## config.mk

```make
export PLATFORM = sky130hd
export DESIGN_NAME = ofs_plat_axi_mem_if_credit_tx
export DESIGN_NICKNAME = d
export VERILOG_FILES = /design/src/rtl/ofs_plat_axi_mem_if_credit_tx.sv
export SDC_FILE = /design/constraint.sdc
export NUM_CORES = 1
export LEC_CHECK = 0
export CORE_UTILIZATION = 49
export CTS_CLUSTER_DIAMETER = 200
export CTS_CLUSTER_SIZE = 30
export DETAILED_ROUTE_END_ITERATION = 10
export GPL_TIMING_DRIVEN = 0
export HOLD_SLACK_MARGIN = 0.12
export PLACE_DENSITY = 0.77
export SLEW_MARGIN = 5
export SYNTH_ARGS = -nofsm -noshare
export SYNTH_HDL_FRONTEND = slang
export SYNTH_SLANG_ARGS = --single-unit
```

## constraint.sdc

```tcl
create_clock -name clk -period 2.8 [get_ports clk]
set_input_delay 0.56 -clock clk [delete_from_list [all_inputs] [get_ports clk]]
set_output_delay 0.56 -clock clk [all_outputs]
set_load 0.05 [all_outputs]
```

## src/rtl/ofs_plat_axi_mem_if_credit_tx.sv

```systemverilog
// Credit-based transmitter for one AXI channel: 2-entry skid buffer, credit
// counter gating launches, and a valid-only output pipeline toward a receiver FIFO.
module ofs_plat_axi_mem_if_credit_tx #(
   parameter int unsigned DATA_WIDTH    = 1,
   parameter int unsigned N_CREDITS     = 16,
   parameter int unsigned TX_REG_STAGES = 1,
   parameter int unsigned CW            = $clog2(N_CREDITS + 1)
) (
   input  logic                  clk,
   input  logic                  reset_n,
   output logic                  ready_in,
   input  logic                  valid_in,
   input  logic [DATA_WIDTH-1:0] data_in,
   output logic                  tx_valid,
   output logic [DATA_WIDTH-1:0] tx_data,
   input  logic [CW-1:0]         credit_return,
   output logic [CW-1:0]         credits_avail,
   output logic                  idle,
   output logic                  credit_overflow_err
);

   logic [DATA_WIDTH-1:0]    skid_mem_q [2];
   logic                     wr_ptr_q, wr_ptr_d;
   logic                     rd_ptr_q, rd_ptr_d;
   logic [1:0]               skid_cnt_q, skid_cnt_d;
   logic                     ready_q, ready_d;
   logic [CW-1:0]            cnt_q, cnt_d;
   logic [CW:0]              cnt_sum;
   logic                     err_q, err_d;
   logic                     idle_q, idle_d;
   logic [TX_REG_STAGES-1:0] pv_q, pv_d;
   logic [DATA_WIDTH-1:0]    pd_q [TX_REG_STAGES];
   logic                     accept;
   logic                     launch;

   always_comb begin
      accept     = valid_in && ready_q;
      // Launch looks only at the registered count, so a return lands one cycle later.
      launch     = (skid_cnt_q != 2'd0) && (cnt_q != '0);
      wr_ptr_d   = wr_ptr_q ^ accept;
      rd_ptr_d   = rd_ptr_q ^ launch;
      skid_cnt_d = skid_cnt_q + {1'b0, accept} - {1'b0, launch};
      ready_d    = (skid_cnt_d != 2'd2);

      cnt_sum = {1'b0, cnt_q} - (CW+1)'(launch) + {1'b0, credit_return};
      cnt_d   = cnt_sum[CW-1:0];
      err_d   = err_q;
      if (cnt_sum > (CW+1)'(N_CREDITS)) begin
         cnt_d = CW'(N_CREDITS);
         err_d = 1'b1;
      end

      pv_d    = '0;
      pv_d[0] = launch;
      for (int unsigned i = 1; i < TX_REG_STAGES; i++) begin
         pv_d[i] = pv_q[i-1];
      end

      idle_d = (skid_cnt_d == 2'd0) && (pv_d == '0) && (cnt_d == CW'(N_CREDITS));
   end

   always_ff @(posedge clk or negedge reset_n) begin
      if (!reset_n) begin
         wr_ptr_q   <= 1'b0;
         rd_ptr_q   <= 1'b0;
         skid_cnt_q <= 2'd0;
         ready_q    <= 1'b0;
         cnt_q      <= CW'(N_CREDITS);
         err_q      <= 1'b0;
         idle_q     <= 1'b1;
         pv_q       <= '0;
      end else begin
         wr_ptr_q   <= wr_ptr_d;
         rd_ptr_q   <= rd_ptr_d;
         skid_cnt_q <= skid_cnt_d;
         ready_q    <= ready_d;
         cnt_q      <= cnt_d;
         err_q      <= err_d;
         idle_q     <= idle_d;
         pv_q       <= pv_d;
      end
   end

   // Payload registers carry no reset; validity is tracked separately above.
   always_ff @(posedge clk) begin
      if (accept) begin
         skid_mem_q[wr_ptr_q] <= data_in;
      end
      pd_q[0] <= skid_mem_q[rd_ptr_q];
      for (int unsigned i = 1; i < TX_REG_STAGES; i++) begin
         pd_q[i] <= pd_q[i-1];
      end
   end

   assign ready_in            = ready_q;
   assign tx_valid            = pv_q[TX_REG_STAGES-1];
   assign tx_data             = pd_q[TX_REG_STAGES-1];
   assign credits_avail       = cnt_q;
   assign idle                = idle_q;
   assign credit_overflow_err = err_q;

endmodule

```

* Word level (Yosys, flattened, before mapping)
Memories as Yosys holds them, arrays and structs flattened. Index checks and enable logic that the tools add are counted. Widths: inputs -> output; s select.
Operators by class: add/subtract/negate cells 4, magnitude comparators 1, eq/ne operators 2, mux-type cells 3, bitwise operators 3, reduce and logical (&&, ||, !) cells 7
Operators with widths (number):
- $add 6x5->6 | 1
- $gt 6x5->1 const B | 1
- $sub 5x1->6 | 1
- $eq 5x5->1 const B | 1
- $mux 5 | 1
- $reduce_bool 5->1 | 1
- $logic_and 1x1->1 | 4
- $add 2x1->2 | 1
- $logic_not 2->1 | 1
- $mux 1 | 2
- $ne 2x2->1 const B | 1
- $reduce_bool 2->1 | 1
- $sub 2x1->2 | 1
- $xor 1x1->1 | 2
- $not 1->1 | 1
Storage, ports and cells: flip-flop bits (word level) 13, RAM bits 3, input port bits 9, output and inout bits 10, logic and storage cells 30, memories kept 2
Memories:
- skid_mem_q | words 2, width 1, rd ports 1, clocked after Yosys merged registers in 0, write ports 1, RTL line 22 | logic [DATA_WIDTH-1:0] skid_mem_q [2];
- pd_q | words 1, width 1, rd ports 1, clocked after Yosys merged registers in 0, write ports 1, RTL line 32 | logic [DATA_WIDTH-1:0] pd_q [TX_REG_STAGES];

* Logic depth before layout (Yosys ltp)
Gate-level depths: netlist (run 1).
word-level depth 8, gate-level depth with buffers 12, mapped depth without buffers 12

* Worst setup path after synthesis (run 1)
Ideal clock, no wire load.
path type register -> register, start point register cnt_q[3], in the netlist credits_avail[3], end point register cnt_q[0], in the netlist credits_avail[0], setup time 0.120 ns, data arrival time 2.699 ns, data required time 2.680 ns, slack -0.019 ns, cell stages (with the launch flop) 12, path buffers 0, period minus slack after synthesis 2.819 ns, cell sequence dfrtp_1 -> nor4_1 -> a21oi_2 -> nand2b_1 -> nand2_1 -> ha_1 -> fa_1 -> a21o_1 -> a21oi_1 -> xnor2_1 -> a21oi_2 -> and2_2
On the way: cells in the longest elaborated chain, start to end 6
RTL lines:
- start, declared | RTL line 27 | logic [CW-1:0] cnt_q, cnt_d;
- start signal, assigned | RTL line 68 | cnt_q <= CW'(N_CREDITS);
- start signal, assigned | RTL line 77 | cnt_q <= cnt_d;
- $reduce_bool 5->1 (*) | RTL line 39 | launch = (skid_cnt_q != 2'd0) && (cnt_q != '0);
- $logic_and 1x1->1 (*) | RTL line 39
- net launch | RTL line 34 | logic launch;
- $sub 5x1->6 (*) | RTL line 45 | cnt_sum = {1'b0, cnt_q} - (CW+1)'(launch) + {1'b0, credit_return};
- $add 6x5->6 (*) | RTL line 45
- $gt 6x5->1 | RTL line 48 | if (cnt_sum > (CW+1)'(N_CREDITS)) begin
- $mux 5 (*) | RTL line 48
- net cnt_d[0] | RTL line 27
The timed path passes the listed nets; every way through them passes the cells marked *. A chain may end at the register's enable or synchronous reset.

* Worst setup path after layout (run 1)
start point register cnt_q[2], in the netlist credits_avail[2], end point register cnt_q[1], in the netlist credits_avail[1]
Same word-level chain as after synthesis.

==> impl_summary.log, run 1 <==
INFO  metric finalMaxSlewViolations = 0
INFO  metric coreArea = 1730 um2
INFO  metric synth.most_common_cell = inv_1
INFO  metric mappedNetlistNets = 107
INFO  metric async_flop_share = 81.3%
INFO  metric post-route-cell-area = 1180 um2
INFO  metric cts_tree = yes
INFO  metric net-switching-power = around 0.62 mW
INFO  metric timing.critical_path.max_delay_family = simple AND/OR/NAND/NOR gates
INFO  metric grt_util_all_layers = between 10% and 20%
INFO  metric antenna_found_initial = 0
INFO  metric fin_ws = ~0.15 ns
INFO  metric seq_power_share = 27.5%
INFO  metric area_growth_syn_to_layout = 31.4%
INFO  metric m1WireLength = 623 um
INFO  metric count_of_flip_flops_with_a_built_in_enable_after_synthesis = 2
INFO  metric drt-vias-per-instance = 4.57
INFO  metric critical_path_cell_count = 11
INFO  metric crit_path_max_incr_delay = 0.46 ns
INFO  metric final_antenna_net_count = 0
INFO  metric rr_worst_depth = 11
INFO  metric layout.nets = 132
INFO  metric drc = 0
INFO  metric status = complete, no violations
INFO  metric worst_pin_slew = 0.558 ns
INFO  metric die_width = 44.8 um
INFO  metric synth.yosys.seq_area_share = 45.5%
INFO  metric cpMaxStageDelayCell = fa_1
INFO  metric regToRegSetupSlack = approximately 0.15 ns
INFO  metric starting_density_of_the_core = 51.9%
INFO  metric postLayoutCoreUtil = 68.2%
INFO  metric synth.cell_area = ~900 um2
INFO  metric ys.flop_type = dfrtp_1
INFO  metric timing.final.crit_period = 2.65 ns
INFO  metric crit_end = credits_avail[1]$_DFF_PN0_
INFO  metric share_clk_of_total_power = 8.6%
INFO  metric postSynthRegisterBits = 16
INFO  metric synth_top_cell_by_area = dfrtp_1
INFO  metric grt_start_max_net_pins = 14
INFO  metric clockRootBuffer = clkbuf_4
INFO  metric detailroute.wirelength.met3 = 35 um
INFO  metric ios = 19
INFO  metric static_leakage_power = 0.559 nW
INFO  metric numCtsBuffers = 3
INFO  metric drt-pass1-iter-count = 4
INFO  metric critPathKind = flop to flop
INFO  metric startpoint = credits_avail[2]$_DFF_PN0_
INFO  metric holdCritPathClass = flop to flop
INFO  metric synth.distinct_cells = 25
INFO  metric worst_setup_path_end_kind = flop
INFO  metric cell_internal_pwr = ~0.76 mW
INFO  metric final_hold_viols = 0
INFO  metric clk_path_buf_depth = 2
INFO  metric fmaxAchievable = 377 MHz
INFO  metric drt-initial-drc-count = 8
INFO  metric placementRows = 15
INFO  metric critPathBufInv = 0
INFO  metric drt-wirelength-per-cell = 10.6 um
INFO  metric critical_path.most_common_cell = a21oi_2
INFO  metric timing.hold.ws = 0.477 ns
INFO  metric grt_pass1_vias = 582
INFO  metric dpl_cell_area = 1110 um2
INFO  metric synth_area_leaders = dfrtp_1 31%, ha_1 17%, inv_1 8.0%
INFO  metric routed-via-count = 612
INFO  metric worst_setup_path_start_kind = flop
INFO  metric worst_ep_required_time = 2.98 ns
INFO  metric cts_sinks = 16
INFO  metric layout_worst_path_cycle_share = a little over nine tenths
INFO  metric grt_first_pass_wirelength = 2.28 mm
INFO  metric final-seq-area = 410 um2
INFO  metric max_cap_violations = 0
INFO  metric critPathMaxFanout = 6
INFO  metric worstPathCellList = nor4_4, a21oi_4, nand2b_1, nand2_1, ha_1, fa_1, a21o_1, a21oi_2, xnor2_1, a21oi_2, and2_2
INFO  metric post_route_cells_drive_above_1_share = between 15 and 20%
INFO  metric worst_setup_skew_after_layout = 0.00822 ns
INFO  metric grt.overflow.total = 0
INFO  metric maxUsedRoutingLayer = met4
INFO  metric route.final.wire_length = 1.42 mm
INFO  metric n_antenna_cell = 0
INFO  metric clkLatencyLatePin = 0.28 ns
INFO  metric synth_warnings = 0
INFO  metric multi_input_area = 439 um2
INFO  metric die-area = around 2000 um2
INFO  metric final-setup-viol-count = 0
INFO  metric synth.cells.most_frequent = 19 x inv_1, 12 x ha_1, 11 x dfrtp_1
INFO  metric critical_path_arrival = 2.83 ns
INFO  metric htree_levels = 1
INFO  metric synth_largest_type_area_fraction = 30.7%
INFO  metric nFillCells = between 100 and 150
INFO  metric dp_hpwl = approximately 1.1 mm
INFO  metric regToRegStartpoint = credits_avail[2]$_DFF_PN0_
INFO  metric gp_congestion = 0.699
INFO  metric rr_endpoint = credits_avail[1]$_DFF_PN0_
INFO  metric total_power = 1.37 mW
INFO  metric clkTransAtPathRegs = 0.09 ns
INFO  metric worst_slew_margin_rel = a little over three fifths
INFO  metric post_cts_hold_buffer_count = 0
INFO  metric switching_share = 44.9%
INFO  metric p_comb_share = 63.9%
INFO  metric dp_slack = -0.0892 ns
INFO  metric floorplan.die.height = 44.8 um
INFO  metric pwr_density_cell = 1170 nW/um2
INFO  metric wl_met2 = between 700 and 800 um
INFO  metric peakVddDrop = 0.599 mV
INFO  metric post_synth_inst_count = 85
INFO  metric syn_area_per_cell = 10.5 um2
INFO  metric placement.io_buffers = 18
how the worst min path moves through the flow:
| stage | slack [ns] | startpoint | endpoint | cells past startpoint |
|---|---|---|---|---|
| global route | 0.49 | rd_ptr_q$_DFF_PN0_ | rd_ptr_q$_DFF_PN0_ | 1 |
| floorplan | 0.26 | reset_n | credit_overflow_err$_DFFE_PN0P_ | 0 |
| finish | 0.48 | rd_ptr_q$_DFF_PN0_ | rd_ptr_q$_DFF_PN0_ | 1 |
| global placement | 0.45 | skid_mem_q[1]$_DFFE_PP_ | pd_q[0]$_DFF_P_ | 1 |
| CTS | 0.48 | rd_ptr_q$_DFF_PN0_ | rd_ptr_q$_DFF_PN0_ | 1 |
| detailed placement | 0.47 | rd_ptr_q$_DFF_PN0_ | rd_ptr_q$_DFF_PN0_ | 1 |
cells by family after synthesis:
logic type	synth area share (%)
and+or+nand+nor	11.3
DFF	45.5
buffers and inverters	8.38
muxes	1.26
adders and majority gates	19.0
AOI/OAI and AO/OA	7.68
xor gates and xnor gates	6.84
stage by stage:
stage / TNS, ns / cells
global route: -0.0301 / 134
finish: 0 / 134
floorplan: 0 / 85
detailed placement: -0.451 / 128
CTS: 0 / 132
global placement: -0.355 / 128
power groups by stage:
stage	sequential [mW]	combinational (mW)	clock [mW]
2_1_floorplan	0.513	0.500	0
3_3_place_gp	0.376	0.804	0
3_5_place_dp	0.378	0.826	0
4_1_cts	0.375	0.834	0.120
5_1_grt	0.386	0.967	0.130
6_report	0.377	0.877	0.118
state kept, by name (all words and copies together) (netlist names):
signal / flops
skid_cnt_q: 2
tx_valid: 1
wr_ptr_q: 1
rd_ptr_q: 1
pd_q: 1
idle: 1
credits_avail: 5
credit_overflow_err: 1
skid_mem_q: 2
ready_in: 1
worst register-to-register path, stage by stage (launching register included):
cell,delay (ns)
dfrtp_1,0.42
nor4_4,0.33
a21oi_4,0.13
nand2b_1,0.11
nand2_1,0.07
ha_1,0.21
fa_1,0.46
a21o_1,0.18
a21oi_2,0.15
xnor2_1,0.18
a21oi_2,0.09
and2_2,0.21
repair_timing:
action,4_1_cts,5_1_grt
pin swaps,0,1
gates resized for setup,1,3
setup buffers,0,2
gates cloned,0,0
endpoints found under the setup margin,6,7
layout by cell type (no fill, tap or decap), drive strengths merged, types with 3 or more instances in the layout:
cell / count
nand2: 4
xnor2: 5
a21oi: 5
inv: 20
nor2: 5
dfrtp: 11
clkbuf: 3
ha: 12
clkdlybuf4s50: 18
final cells by class:
cell class | instances | share of cell area, %
inverters | 20 | 6.38
flip-flops and latches | 16 | 34.9
clock buffers | 3 | 1.91
well taps | 25 | 2.66
repair buffers | 20 | 16.6
clock inverters | 1 | 0.319
multi-input cells | 49 | 37.3
metal layers:
| layer | track usage [%] | vias to the layer above |
|---|---|---|
| met5 | 0 | - |
| met4 | 7.27 | 0 |
| met3 | 2.40 | 2 |
| met2 | 28.2 | 12 |
| met1 | 18.9 | 278 |
| li1 | - | 320 |
Note: power is estimated with default switching activity, not from simulation.
==> run 2: changes to the inputs <==
--- a/config.mk
+++ b/config.mk
@@ -9,7 +9,6 @@
 export CTS_CLUSTER_DIAMETER = 200
 export CTS_CLUSTER_SIZE = 30
 export DETAILED_ROUTE_END_ITERATION = 10
-export GPL_TIMING_DRIVEN = 0
 export HOLD_SLACK_MARGIN = 0.12
 export PLACE_DENSITY = 0.77
 export SLEW_MARGIN = 5
==> impl_summary.log, run 2 (same netlist as run 1, synthesis figures left out) <==
INFO  metric cts_sinks = 16
INFO  metric rr_worst_depth = 12
INFO  metric rr_endpoint = credits_avail[3]$_DFF_PN0_
INFO  metric drt-wirelength-per-cell = 12.1 um
INFO  metric die-area = 2000 um2
INFO  metric grt_start_max_net_pins = 14
INFO  metric drt-pass1-iter-count = 4
INFO  metric largest_register_ff_count = 5
INFO  metric peakVddDrop = 0.552 mV
INFO  metric worst_hold_path.endpoint = rd_ptr_q$_DFF_PN0_
INFO  metric area_growth_syn_to_layout = 33.1%
INFO  metric max_cap_violations = 0
INFO  metric mostFrequentLayoutCell = inv_1
INFO  metric placementRows = 15
INFO  metric htree_levels = 1
INFO  metric rsz_0062_raised_after_global_routing = no
INFO  metric multi_input_area = 432 um2
INFO  metric drt-initial-drc-count = 8
INFO  metric grt_first_pass_wirelength = 2.73 mm
INFO  metric coreArea = 1730 um2
INFO  metric drc = 0
INFO  metric hold-path-cell-count = 1
INFO  metric route.final.wire_length = 1.65 mm
INFO  metric cts_tree = yes
INFO  metric grt_util_all_layers = 19.1%
INFO  metric nFillCells = 141
INFO  metric layout_worst_path_cycle_share = 94.7%
INFO  metric clk_path_buf_depth = 2
INFO  metric critical_path_arrival = 2.85 ns
INFO  metric final_antenna_net_count = 0
INFO  metric pwr_density_cell = 1200 nW/um2
INFO  metric post_cts_hold_buffer_count = 0
INFO  metric worst_ep_required_time = around 3.0 ns
INFO  metric n_antenna_cell = 0
INFO  metric post-route-cell-area = 1190 um2
INFO  metric clkLatencyLatePin = 0.27 ns
INFO  metric status = complete, no violations
INFO  metric worst_setup_skew_after_layout = ~0.0016 ns
INFO  metric regToRegStartpoint = credits_avail[3]$_DFF_PN0_
INFO  metric critPathMaxFanout = 4
INFO  metric gp_congestion = 0.765
INFO  metric worst_pin_slew = roughly 0.57 ns
INFO  metric post_route_cells_drive_above_1_share = 21.4%
INFO  metric hold_path.startpoint = rd_ptr_q$_DFF_PN0_
INFO  metric starting_density_of_the_core = approximately half
INFO  metric floorplan.die.height = 44.8 um
INFO  metric final_hold_viols = 0
INFO  metric dpl_cell_area = roughly 1100 um2
INFO  metric regToRegSetupSlack = between 0.15 and 0.2 ns
INFO  metric critPathKind = primary input to flop
INFO  metric static_leakage_power = 0.568 nW
INFO  metric drt-vias-per-instance = 4.72
INFO  metric grt_pass1_vias = 687
INFO  metric die_width = 44.8 um
INFO  metric worst_setup_path_end_kind = flop
INFO  metric placement.io_buffers = 18
INFO  metric worst_slew_margin_rel = 61.6%
INFO  metric fmaxAchievable = 377 MHz
INFO  metric routed-via-count = roughly 650
INFO  metric timing.final.crit_period = 2.65 ns
INFO  metric ios = 19
INFO  metric final_cell_mix = 19 x inv_1, 18 x clkdlybuf4s50_1, 12 x ha_1, 9 x dfrtp_1
INFO  metric numCtsBuffers = 3
INFO  metric worst_setup_path_start_kind = primary input
INFO  metric grt.overflow.total = 0
INFO  metric clockRootBuffer = clkbuf_4
INFO  metric finalMaxSlewViolations = 0
INFO  metric antenna_found_initial = 0
INFO  metric final-seq-area = just over 400 um2
INFO  metric total_power = approximately 1.4 mW
INFO  metric layout.nets = 135
INFO  metric holdCritPathClass = flop to flop
INFO  metric clkTransAtPathRegs = about 0.090 ns
INFO  metric dp_hpwl = ~1.4 mm
INFO  metric final-setup-viol-count = 0
-- run 2: power breakdown --
group / leakage (nW) / internal, mW / switching, mW
sequential: 0.175 / 0.331 / 0.0437
clock: 0.0154 / 0.0516 / 0.0671
combinational: 0.377 / 0.403 / 0.536
total: 0.568 / 0.786 / 0.647
-- run 2: worst max-delay path: stages --
cell and delay, ns:
clkdlybuf4s50_1 0.45, inv_1 0.04, ha_1 0.27, inv_1 0.11
ha_1 0.24, a21oi_1 0.18, nor2_1 0.08, or4_4 0.43
a21oi_2 0.26, inv_2 0.09, nor2_1 0.14
-- run 2: routing by layer --
metal / share of wire [%] / global-route usage, % / wire length, um
met2: 55 / 35.0 / 916
met3: 2.4 / 1.20 / 40
met5: 0 / 0 / 0
met4: 1.9 / 11.5 / 31
met1: 40 / 21.7 / 665
-- run 2: worst max path at each step --
stage,startpoint,end,slack (ns)
final,credit_return[1],credits_avail[3]$_DFF_PN0_,0.15
after global routing,credits_avail[3]$_DFF_PN0_,credits_avail[3]$_DFF_PN0_,0.02
after CTS,credits_avail[3]$_DFF_PN0_,credits_avail[3]$_DFF_PN0_,0.04
after detailed placement,credit_return[3],credits_avail[3]$_DFF_PN0_,-0.10
after global placement,credit_return[1],idle$_DFF_PN1_,-0.05
after floorplan,credits_avail[1]$_DFF_PN0_,credits_avail[0]$_DFF_PN0_,0.02
-- run 2: timing repair --
item	CTS	global route
setup buffers	0	0
resized for setup	0	4
endpoints found under the setup margin	0	7
-- run 2: cell type report --
type                    instances  share of cell area (%)
inverters                      20                    6.30
repair buffers                 23                    18.3
flip-flops and latches         16                    34.4
multi-input cells              49                    36.2
well taps                      25                    2.62
clock buffers                   3                    1.89
clock inverters                 1                   0.315
-- run 2: stage by stage --
step / utilization (%) / hold WS [ns] / cells / setup WS [ns] / setup TNS [ns]
global placement: 66.4 / 0.452 / 133 / -0.0454 / -0.0994
floorplan: - / 0.264 / 85 / 0.0183 / 0
global route: 69.1 / 0.502 / 137 / 0.0186 / 0
finish: 69.1 / 0.482 / 137 / 0.149 / 0
detailed placement: 66.4 / 0.470 / 133 / -0.103 / -0.447
CTS: 68.0 / 0.485 / 137 / 0.0449 / 0
==> run 3: changes to the inputs <==
--- a/config.mk
+++ b/config.mk
@@ -10,7 +10,7 @@
 export CTS_CLUSTER_SIZE = 30
 export DETAILED_ROUTE_END_ITERATION = 10
 export HOLD_SLACK_MARGIN = 0.12
-export PLACE_DENSITY = 0.77
+export PLACE_DENSITY = 0.74
 export SLEW_MARGIN = 5
 export SYNTH_ARGS = -nofsm -noshare
 export SYNTH_HDL_FRONTEND = slang
==> constraint.sdc (replaced) <==
create_clock -name clk -period 2.8 [get_ports clk]
set_input_delay 0.42 -clock clk [delete_from_list [all_inputs] [get_ports clk]]
set_output_delay 0.42 -clock clk [all_outputs]
set_load 0.05 [all_outputs]
==> impl_summary.log, run 3 (same netlist as run 1, synthesis figures left out) <==
INFO  metric met1_track_demand_over_resource_in_global_routing = between 20% and 30%
INFO  metric post_cts_hold_buffer_count = 0
INFO  metric route.final.wire_length = 1.41 mm
INFO  metric starting_density_of_the_core = 51.9%
INFO  metric static_leakage_power = 0.557 nW
INFO  metric clk_path_buf_depth = 2
INFO  metric final-setup-viol-count = 0
INFO  metric status = complete, no violations
INFO  metric worst_setup_path_end_kind = flop
INFO  metric timing.final.crit_period = 2.59 ns
INFO  metric largest_register_ff_count = 5
INFO  metric pwr_density_cell = 1170 nW/um2
INFO  metric worst_setup_path_start_kind = flop
INFO  metric finalMaxSlewViolations = 0
INFO  metric peakVddDrop = 0.615 mV
INFO  metric placement.io_buffers = 18
INFO  metric antenna_found_initial = 0
INFO  metric postLayoutCoreUtil = between 60% and 70%
INFO  metric met2_usage = 25.6%
INFO  metric grt_pass1_vias = 596
INFO  metric drt-wirelength-per-cell = 10.5 um
INFO  metric grt_util_all_layers = 17.5%
INFO  metric die_width = about 45 um
INFO  metric layout.nets = 132
INFO  metric holdCritPathClass = primary input to asynchronous set/reset pin
INFO  metric regToRegStartpoint = credits_avail[3]$_DFF_PN0_
INFO  metric drt-initial-drc-count = 5
INFO  metric drc = 0
INFO  metric routed-via-count = 619
INFO  metric fmaxAchievable = around 390 MHz
INFO  metric final_cell_mix = 19 x inv_1, 18 x clkdlybuf4s50_1, 12 x ha_1, 9 x dfrtp_1
INFO  metric nFillCells = 148
INFO  metric dp_slack = 0.0444 ns
INFO  metric mostFrequentLayoutCell = inv_1
INFO  metric critPathKind = flop to flop
INFO  metric final_antenna_net_count = 0
INFO  metric placementRows = 15
INFO  metric fin_ws = 0.213 ns
INFO  metric cts_tree = yes
INFO  metric critical_path.most_common_cell = a21oi_2
INFO  metric post_route_cells_drive_above_1_share = 16.5%
INFO  metric grt_first_pass_wirelength = about 2.4 mm
INFO  metric gp_congestion = 0.802
INFO  metric critPathMaxFanout = 4
INFO  metric clkLatencyLatePin = around 0.29 ns
INFO  metric cts_sinks = 16
INFO  metric floorplan.die.height = roughly 45 um
INFO  metric total_power = about 1.4 mW
INFO  metric final_hold_viols = 0
INFO  metric crit_path_max_incr_delay = 0.47 ns
INFO  metric setup_total_negative_slack = 0 ns
INFO  metric rsz_0062_raised_after_global_routing = no
INFO  metric met3_resource_use_gr = 4.80%
INFO  metric dp_hpwl = 1.16 mm
INFO  metric die-area = approximately 2000 um2
INFO  metric n_antenna_cell = 0
INFO  metric max_cap_violations = 0
INFO  metric critical_path_arrival = 2.77 ns
INFO  metric grt_start_max_net_pins = 14
INFO  metric clockRootBuffer = clkbuf_4
INFO  metric numCtsBuffers = 3
INFO  metric drt-pass1-iter-count = 4
INFO  metric htree_levels = 1
INFO  metric startpoint = credits_avail[3]$_DFF_PN0_
INFO  metric ios = 19
INFO  metric worst_ep_required_time = 2.98 ns
INFO  metric worstPathCellList = nor4_4, a21oi_2, nand2b_1, nand2_1, ha_1, fa_1, a21o_1, a21oi_1, xnor2_1, a21oi_2, and2_2
INFO  metric worst_setup_skew_after_layout = 0.0112 ns
INFO  metric clkTransAtPathRegs = 0.09 ns
INFO  metric regToRegSetupSlack = ~0.21 ns
INFO  metric grt.overflow.total = 0
INFO  metric area_growth_syn_to_layout = 30.2%
INFO  metric drt-vias-per-instance = 4.62
INFO  metric top_usage_layer = met2
INFO  metric cpMaxStageDelayCell = fa_1
INFO  metric worst_slew_margin_rel = 63.7%
INFO  metric worst_pin_slew = about 0.54 ns
INFO  metric layout_worst_path_cycle_share = between 90% and 100%
INFO  metric coreArea = 1730 um2
INFO  metric timing.hold.ws = 0.478 ns
run 3: final timing paths:
check / endpoint / depth (start not counted)
worst max-delay path: credits_avail[1]$_DFF_PN0_ / 11
worst min-delay path: skid_cnt_q[1]$_DFF_PN0_ / 1
worst max register to register: credits_avail[1]$_DFF_PN0_ / 11
worst min register to register: pd_q[0]$_DFF_P_ / 1
max in group asynchronous: credits_avail[3]$_DFF_PN0_ / 1
min in group clk: pd_q[0]$_DFF_P_ / 1
run 3: final cells by class:
class                   instances  area (um2)  area share (%)
clock inverters                 1        3.75           0.322
repair buffers                 20         195            16.7
inverters                      20        75.1            6.44
clock buffers                   3        22.5            1.93
flip-flops and latches         16         410            35.2
multi-input cells              49         428            36.7
well taps                      25        31.3            2.68
run 3: layer usage:
layer,part of all wire (%),up-vias
met3,5.1,5
met2,41,21
met1,51,275
met4,2.7,0
met5,0,-
li1,-,318
run 3: metrics by stage:
stage | cells | cell area [um2]
floorplan | 85 | 898
CTS | 133 | 1140
global route | 134 | 1170
finish | 134 | 1170
detailed placement | 129 | 1120
global placement | 129 | 1120
run 3: power breakdown:
part | switching, mW | total (mW) | leakage (nW) | internal, mW
Sequential | 0.0489 | 0.380 | 0.175 | 0.331
Combinational | 0.495 | 0.871 | 0.366 | 0.377
Clock | 0.0667 | 0.118 | 0.0154 | 0.0518
Total | 0.610 | 1.37 | 0.557 | 0.760
run 3: worst max-delay path, delay by kind of cell (launching register included):
kind	cells	cell delay (ns)
AND/OR/NAND/NOR	4	0.65
flip-flops	1	0.44
XOR/XNOR	1	0.18
AO/OA/AOI/OAI	4	0.52
adder cells (fa/ha/maj)	2	0.69
run 3: what timing repair did:
item | CTS | global route
resized for setup | 0 | 2
setup endpoints to repair | 0 | 7
setup buffers | 0 | 1
